--- config.mk ---
export PLATFORM = sky130hd
export DESIGN_NAME = noc_port_mux_flat
export DESIGN_NICKNAME = d
export VERILOG_FILES = /design/src/rtl/noc_port_mux_if.sv /design/src/rtl/noc_port_mux.sv /design/src/flat_wrapper.sv
export SDC_FILE = /design/constraint.sdc
export NUM_CORES = 1
export LEC_CHECK = 0
export ABC_AREA = 1
export CAP_MARGIN = 15
export CORE_UTILIZATION = 35
export CTS_CLUSTER_DIAMETER = 150
export CTS_CLUSTER_SIZE = 14
export DETAILED_ROUTE_END_ITERATION = 8
export GPL_ROUTABILITY_DRIVEN = 1
export PLACE_DENSITY = 0.79
export SLEW_MARGIN = 20
export SYNTH_ARGS = -nofsm -noshare
export SYNTH_HDL_FRONTEND = slang
export SYNTH_SLANG_ARGS = --single-unit
--- constraint.sdc ---
create_clock -name clk -period 0.8 [get_ports clk]
set_input_delay 0.08 -clock clk [delete_from_list [all_inputs] [get_ports clk]]
set_output_delay 0.08 -clock clk [all_outputs]
set_load 0.01 [all_outputs]
--- src/rtl/noc_port_mux_if.sv ---
// Bundle of the two flit input ports, one-hot select and the muxed output port.
// The slave modport is the mux side; the master modport is the side that drives and observes it.
interface noc_port_mux_if #(
  parameter int DATA_W = 64,
  parameter int VCH_W  = 2,
  parameter int SEL_W  = 5
);
  logic [DATA_W-1:0] idata_0;
  logic              ivalid_0;
  logic [VCH_W-1:0]  ivch_0;
  logic [DATA_W-1:0] idata_1;
  logic              ivalid_1;
  logic [VCH_W-1:0]  ivch_1;
  logic [SEL_W-1:0]  sel;
  logic [DATA_W-1:0] odata;
  logic              ovalid;
  logic [VCH_W-1:0]  ovch;
  logic              sel_err;

  modport master (
    output idata_0, ivalid_0, ivch_0, idata_1, ivalid_1, ivch_1, sel,
    input  odata, ovalid, ovch, sel_err
  );

  modport slave (
    input  idata_0, ivalid_0, ivch_0, idata_1, ivalid_1, ivch_1, sel,
    output odata, ovalid, ovch, sel_err
  );
endinterface

--- src/rtl/noc_port_mux.sv ---
// Two-port flit mux for the router output stage; one-hot select, optional output register.
// Any select other than exactly bit0 or exactly bit1 idles the output and flags sel_err.
module noc_port_mux #(
  parameter int DATA_W  = 64,
  parameter int VCH_W   = 2,
  parameter int SEL_W   = 5,
  parameter bit REG_OUT = 1'b1
) (
  input  logic clk,
  input  logic rst_,
  noc_port_mux_if.slave bus
);

  typedef struct packed {
    logic [DATA_W-1:0] data;
    logic              vld;
    logic [VCH_W-1:0]  vch;
    logic              err;
  } out_t;

  out_t mux_d;
  out_t res;

  // Invalid flits on the selected port still pass through; ovalid qualifies them.
  always_comb begin
    mux_d = '0;
    if (bus.sel == SEL_W'(1)) begin
      mux_d.data = bus.idata_0;
      mux_d.vld  = bus.ivalid_0;
      mux_d.vch  = bus.ivch_0;
    end else if (bus.sel == SEL_W'(2)) begin
      mux_d.data = bus.idata_1;
      mux_d.vld  = bus.ivalid_1;
      mux_d.vch  = bus.ivch_1;
    end else begin
      mux_d.err  = 1'b1;
    end
  end

  generate
    if (REG_OUT) begin : g_reg
      out_t out_q;
      always_ff @(posedge clk or negedge rst_) begin
        if (!rst_) out_q <= '0;
        else       out_q <= mux_d;
      end
      assign res = out_q;
    end else begin : g_comb
      logic unused_clk_rst;
      assign unused_clk_rst = clk ^ rst_;
      assign res = mux_d;
    end
  endgenerate

  assign bus.odata   = res.data;
  assign bus.ovalid  = res.vld;
  assign bus.ovch    = res.vch;
  assign bus.sel_err = res.err;

endmodule

--- src/flat_wrapper.sv ---
// flat-port wrapper written by rule: the top's interface ports become plain ports
module noc_port_mux_flat 
#(
  parameter int DATA_W  = 64,
  parameter int VCH_W   = 2,
  parameter int SEL_W   = 5,
  parameter bit REG_OUT = 1'b1
)
  (clk, rst_, bus_idata_0, bus_ivalid_0, bus_ivch_0, bus_idata_1, bus_ivalid_1, bus_ivch_1, bus_sel, bus_odata, bus_ovalid, bus_ovch, bus_sel_err);
  noc_port_mux_if #(.DATA_W(DATA_W), .VCH_W(VCH_W), .SEL_W(SEL_W)) bus_i ();
  input  logic clk;
  input  logic rst_;
  input wire logic [$bits(bus_i.idata_0)-1:0] bus_idata_0;
  input wire logic [$bits(bus_i.ivalid_0)-1:0] bus_ivalid_0;
  input wire logic [$bits(bus_i.ivch_0)-1:0] bus_ivch_0;
  input wire logic [$bits(bus_i.idata_1)-1:0] bus_idata_1;
  input wire logic [$bits(bus_i.ivalid_1)-1:0] bus_ivalid_1;
  input wire logic [$bits(bus_i.ivch_1)-1:0] bus_ivch_1;
  input wire logic [$bits(bus_i.sel)-1:0] bus_sel;
  output wire logic [$bits(bus_i.odata)-1:0] bus_odata;
  output wire logic [$bits(bus_i.ovalid)-1:0] bus_ovalid;
  output wire logic [$bits(bus_i.ovch)-1:0] bus_ovch;
  output wire logic [$bits(bus_i.sel_err)-1:0] bus_sel_err;
  assign bus_i.idata_0 = bus_idata_0;
  assign bus_i.ivalid_0 = bus_ivalid_0;
  assign bus_i.ivch_0 = bus_ivch_0;
  assign bus_i.idata_1 = bus_idata_1;
  assign bus_i.ivalid_1 = bus_ivalid_1;
  assign bus_i.ivch_1 = bus_ivch_1;
  assign bus_i.sel = bus_sel;
  assign bus_odata = bus_i.odata;
  assign bus_ovalid = bus_i.ovalid;
  assign bus_ovch = bus_i.ovch;
  assign bus_sel_err = bus_i.sel_err;
  noc_port_mux #(.DATA_W(DATA_W), .VCH_W(VCH_W), .SEL_W(SEL_W), .REG_OUT(REG_OUT)) u_core (.clk(clk), .rst_(rst_), .bus(bus_i));
endmodule
* Word-level counts from Yosys, hierarchy flattened *
Index checks and enable logic that the tools add are counted.

word-level totals
  input port bits = 141
  flip-flop bits (word level) = 68
  output and inout bits = 68
  word-level logic and storage cells = 10

operators by class
  equal/unequal tests = 2
  mux-type cells = 4

operator list
  cell                count
  $mux 67             2
  $eq 5x1->1 const B  1
  $eq 5x2->1 const B  1
  $mux 1              2

* Logic depth before layout (Yosys ltp) *
  depth in word-level cells = 3
  depth in mapped cells = 6
  gate-level depth less buffers = 4

* Worst setup path after synthesis *
OpenSTA, ideal clock, no wires.

  path kind = input port to flip-flop
  start point = input bus_sel[4]
  end point = register u_core.g_reg.out_q, in the netlist u_core.bus.odata[3]
  stages on the path = 5
  arrival = 0.655 ns
  path buffers = 2
  required time = 0.734 ns
  slack = 0.079 ns
  setup time = 0.066 ns
  path through = inv_2 buf_2 buf_2 nand4_1 nand2_1

RTL lines
  item                  RTL line            text
  start, declared       flat_wrapper.sv:19  input wire logic [$bits(bus_i.sel)-1:0] bus_sel;
  end signal, assigned  noc_port_mux.sv:45  else out_q <= mux_d;
  end, declared         noc_port_mux.sv:42  out_t out_q;

* Final worst setup path *
  start point = register u_core.g_reg.out_q, in the netlist u_core.bus.odata[37]
  end point = output bus_odata[37]

RTL lines
  item           RTL line            text
  end, declared  flat_wrapper.sv:20  output wire logic [$bits(bus_i.odata)-1:0] bus_odata;

No word-level cell between the ends.

==> qor.txt <==
Post-synth top flop - dfrtp_1
CP cell instances - buf_2
CP Capture Type - output pin
Post-synthesis mux area share - 0
Final core utilization - 0.662
Main combinational cell family by area after synthesis - simple AND/OR/NAND/NOR gates
Buf/Inv on CP - 1
Starting Density - 0.358
Chip width - 96.3 um
Mapped Area - 0.00311 sq mm
IO Pins - 209
CTS root buf - clkbuf_8
Routed WL per cell - 19.6 um
Area contributors post-synth - dfrtp_1 (55%), nand4_1 (27%), nand2_1 (8.1%)
Register area share after synthesis - 0.547
Vias in the first global route - 3295
1st-pass router iterations - 4
Final Hold Viols - 0
Crit-path slowest cell - dfrtp_1
Outcome - finished with violations
Pin count of the biggest net entering global routing - 61
Largest stage delay, worst path - 0.38 ns
Vias post-DR - 3569
Final setup viols - 70
Simple-Gate Fraction of Synth Area - 0.363
Final GP Congestion - 0.796
Yosys top cell by area - dfrtp_1
Max-slew violation count - 0
Detailed Place HPWL - 6.77 mm
Power per cell area - 1360 mW/mm^2
Static Leakage - 2.87 nW
Critical path's top delay family - flip-flops
Worst Path Arrival - 0.86 ns
DRC - 0
Hold path start - bus_sel[4]
Reg clk slew, reported paths - 0.08 ns
Async set-reset flop share out of synthesis - 1.00
Clk buf depth - 2
Max Cap Violations - 0
Port Buffer Count - 208
RSZ-0062 raised after global routing - true
Layout cells sized above 1 - 0.227
Final WS setup - -0.145 ns
Syn Nets - 460
Post-Synth XOR/XNOR Area - 0
Initial antenna violation count - 0
Area delta synth->final - 84.6%
Yosys cell types - 12
# diodes - 0
Adder-cell area share of the yosys netlist - 0
Total track usage - 0.241
Count leader, synth - nand4_1
Setup TNS - -8.00 ns
Fmax - 1060 MHz
Worst Setup Start Kind - flop
Tcrit/Tclk final - 1.18
Via density - 5.57
Slew @ Worst Pin - 0.411 ns
Iteration-0 DRC Markers - 173
Routed WL - 12.6 mm
Core ar. - 0.00868 sq mm
Hold EP - u_core.bus.sel_err
Die height - 96.3 um
Top post-synthesis cells by count - nand4_1 (134), dfrtp_1 (68), nand2_1 (67)
FP Rows - 34
Yosys top cell area share - 0.547
Hold WC Path Type - in2reg
Synth Area in Compound Gates - 0.00161
Gate Count Post-Synth - 319
Yosys reg bits - 68
Syn. warnings - 0
Period minus WS final - 0.945 ns
First-pass GRT wire length - 16.4 mm
Fin nets - 670
Worst endpoint required time - 0.72 ns
H-tree depth - 3
CTS Buf Count - 9
CTS tree - built
Number of flops mapped to enable cells by yosys - 0
Clk sinks - 68
Die Area - 0.00927 sq mm
Routed Antenna Nets - 0
Maximum VDD drop - 0.608 mV
Syn avg cell area - 9.75 sq um
Slew headroom - 0.726
Crit path kind - reg2out
Worst Hold Depth - 3
Failing checks - negative setup slack
Worst Path Max Fanout - 1
Total gr overflow - 0
-- repair_timing --
action                                  4_1_cts  5_1_grt
pin swaps                                     3        2
endpoints found under the setup margin      136      105
cloned                                        8        6
buffers inserted                              5        3
hold buffers                                  1        0
hold endpoints to repair                     68        0
resized for setup                           296       21
-- cell type report --
cell class                 count  area, sq um
fill                         709         2940
timing repair buffer         241         2590
sequential                    68         1700
multi-input combinational    206         1130
clock buffer                  13          159
tap                          108          135
inverter                       3         16.3
clock inverter                 2         10.0
-- sequential cells by signal, summed over array words and instances, names as in the netlist --
register            cells
u_core.bus.ovalid       1
u_core.bus.odata       64
u_core.bus.sel_err      1
u_core.bus.ovch         2
-- cells by family after synthesis --
logic type,count (synthesis)
compound gates,1
simple gates,205
buf+inv,45
flops,68
-- routing by layer --
metal | wire length (um) | up-vias | share of wire | track usage
met4 | 338 | 0 | 0.027 | 0.114
met3 | 1110 | 32 | 0.088 | 0.0711
met2 | 6270 | 192 | 0.50 | 0.417
met1 | 4850 | 1728 | 0.39 | 0.270
met5 | 0 | - | 0 | 0
li1 | - | 1617 | - | -
-- power breakdown --
part | internal (mW) | switching, mW
sequential | 3.50 | 0.0220
combinational | 1.04 | 0.716
clock | 1.27 | 1.26
-- worst max-delay path by stage --
stage,start,endpoint,slack [ns],cells after the start
finish,u_core.bus.odata[37],bus_odata[37],-0.14,1
global route,u_core.bus.odata[31],bus_odata[31],-0.18,1
CTS,u_core.bus.odata[14],bus_odata[14],-0.15,1
detailed placement,bus_sel[3],u_core.bus.odata[26],-0.55,5
global placement,bus_sel[3],u_core.bus.odata[19],-0.51,5
floorplan,bus_sel[4],u_core.bus.odata[3],0.08,5
-- metrics by stage --
step                worst slack, ns  instances  instance area (sq um)  hold slack, ns  total power, mW
detailed placement           -0.552        603                   5250          -0.111             5.02
floorplan                    0.0790        319                   3110          -0.216             4.02
CTS                          -0.154        632                   5470          0.0929             7.70
global route                 -0.183        641                   5740          0.0608             8.12
global placement             -0.507        603                   5250          -0.114             4.99
finish                       -0.145        641                   5740          0.0666             7.81
-- placed cells by master (no fill, tap or decap) --
| cell | synthesis | final |
|---|---|---|
| clkbuf_8 | 0 | 11 |
| o21ai_1 | 1 | 1 |
| buf_12 | 0 | 9 |
| buf_16 | 0 | 5 |
| buf_6 | 7 | 31 |
| clkdlybuf4s50_1 | 0 | 134 |
| dlygate4sd3_1 | 0 | 1 |
| inv_2 | 3 | 2 |
| clkinv_4 | 0 | 1 |
| clkbuf_16 | 0 | 6 |
| buf_2 | 25 | 39 |
| nor3_1 | 1 | 1 |
| clkbuf_1 | 3 | 2 |
| dlygate4sd2_1 | 0 | 4 |
| nand4_1 | 134 | 134 |
| buf_4 | 6 | 7 |
| nor2_4 | 3 | 3 |
| dfrtp_1 | 68 | 68 |
| clkbuf_2 | 0 | 1 |
| clkinv_2 | 0 | 2 |
| bufbuf_16 | 0 | 4 |
| nand2_1 | 67 | 67 |
Note: power is estimated with default switching activity, not from simulation.
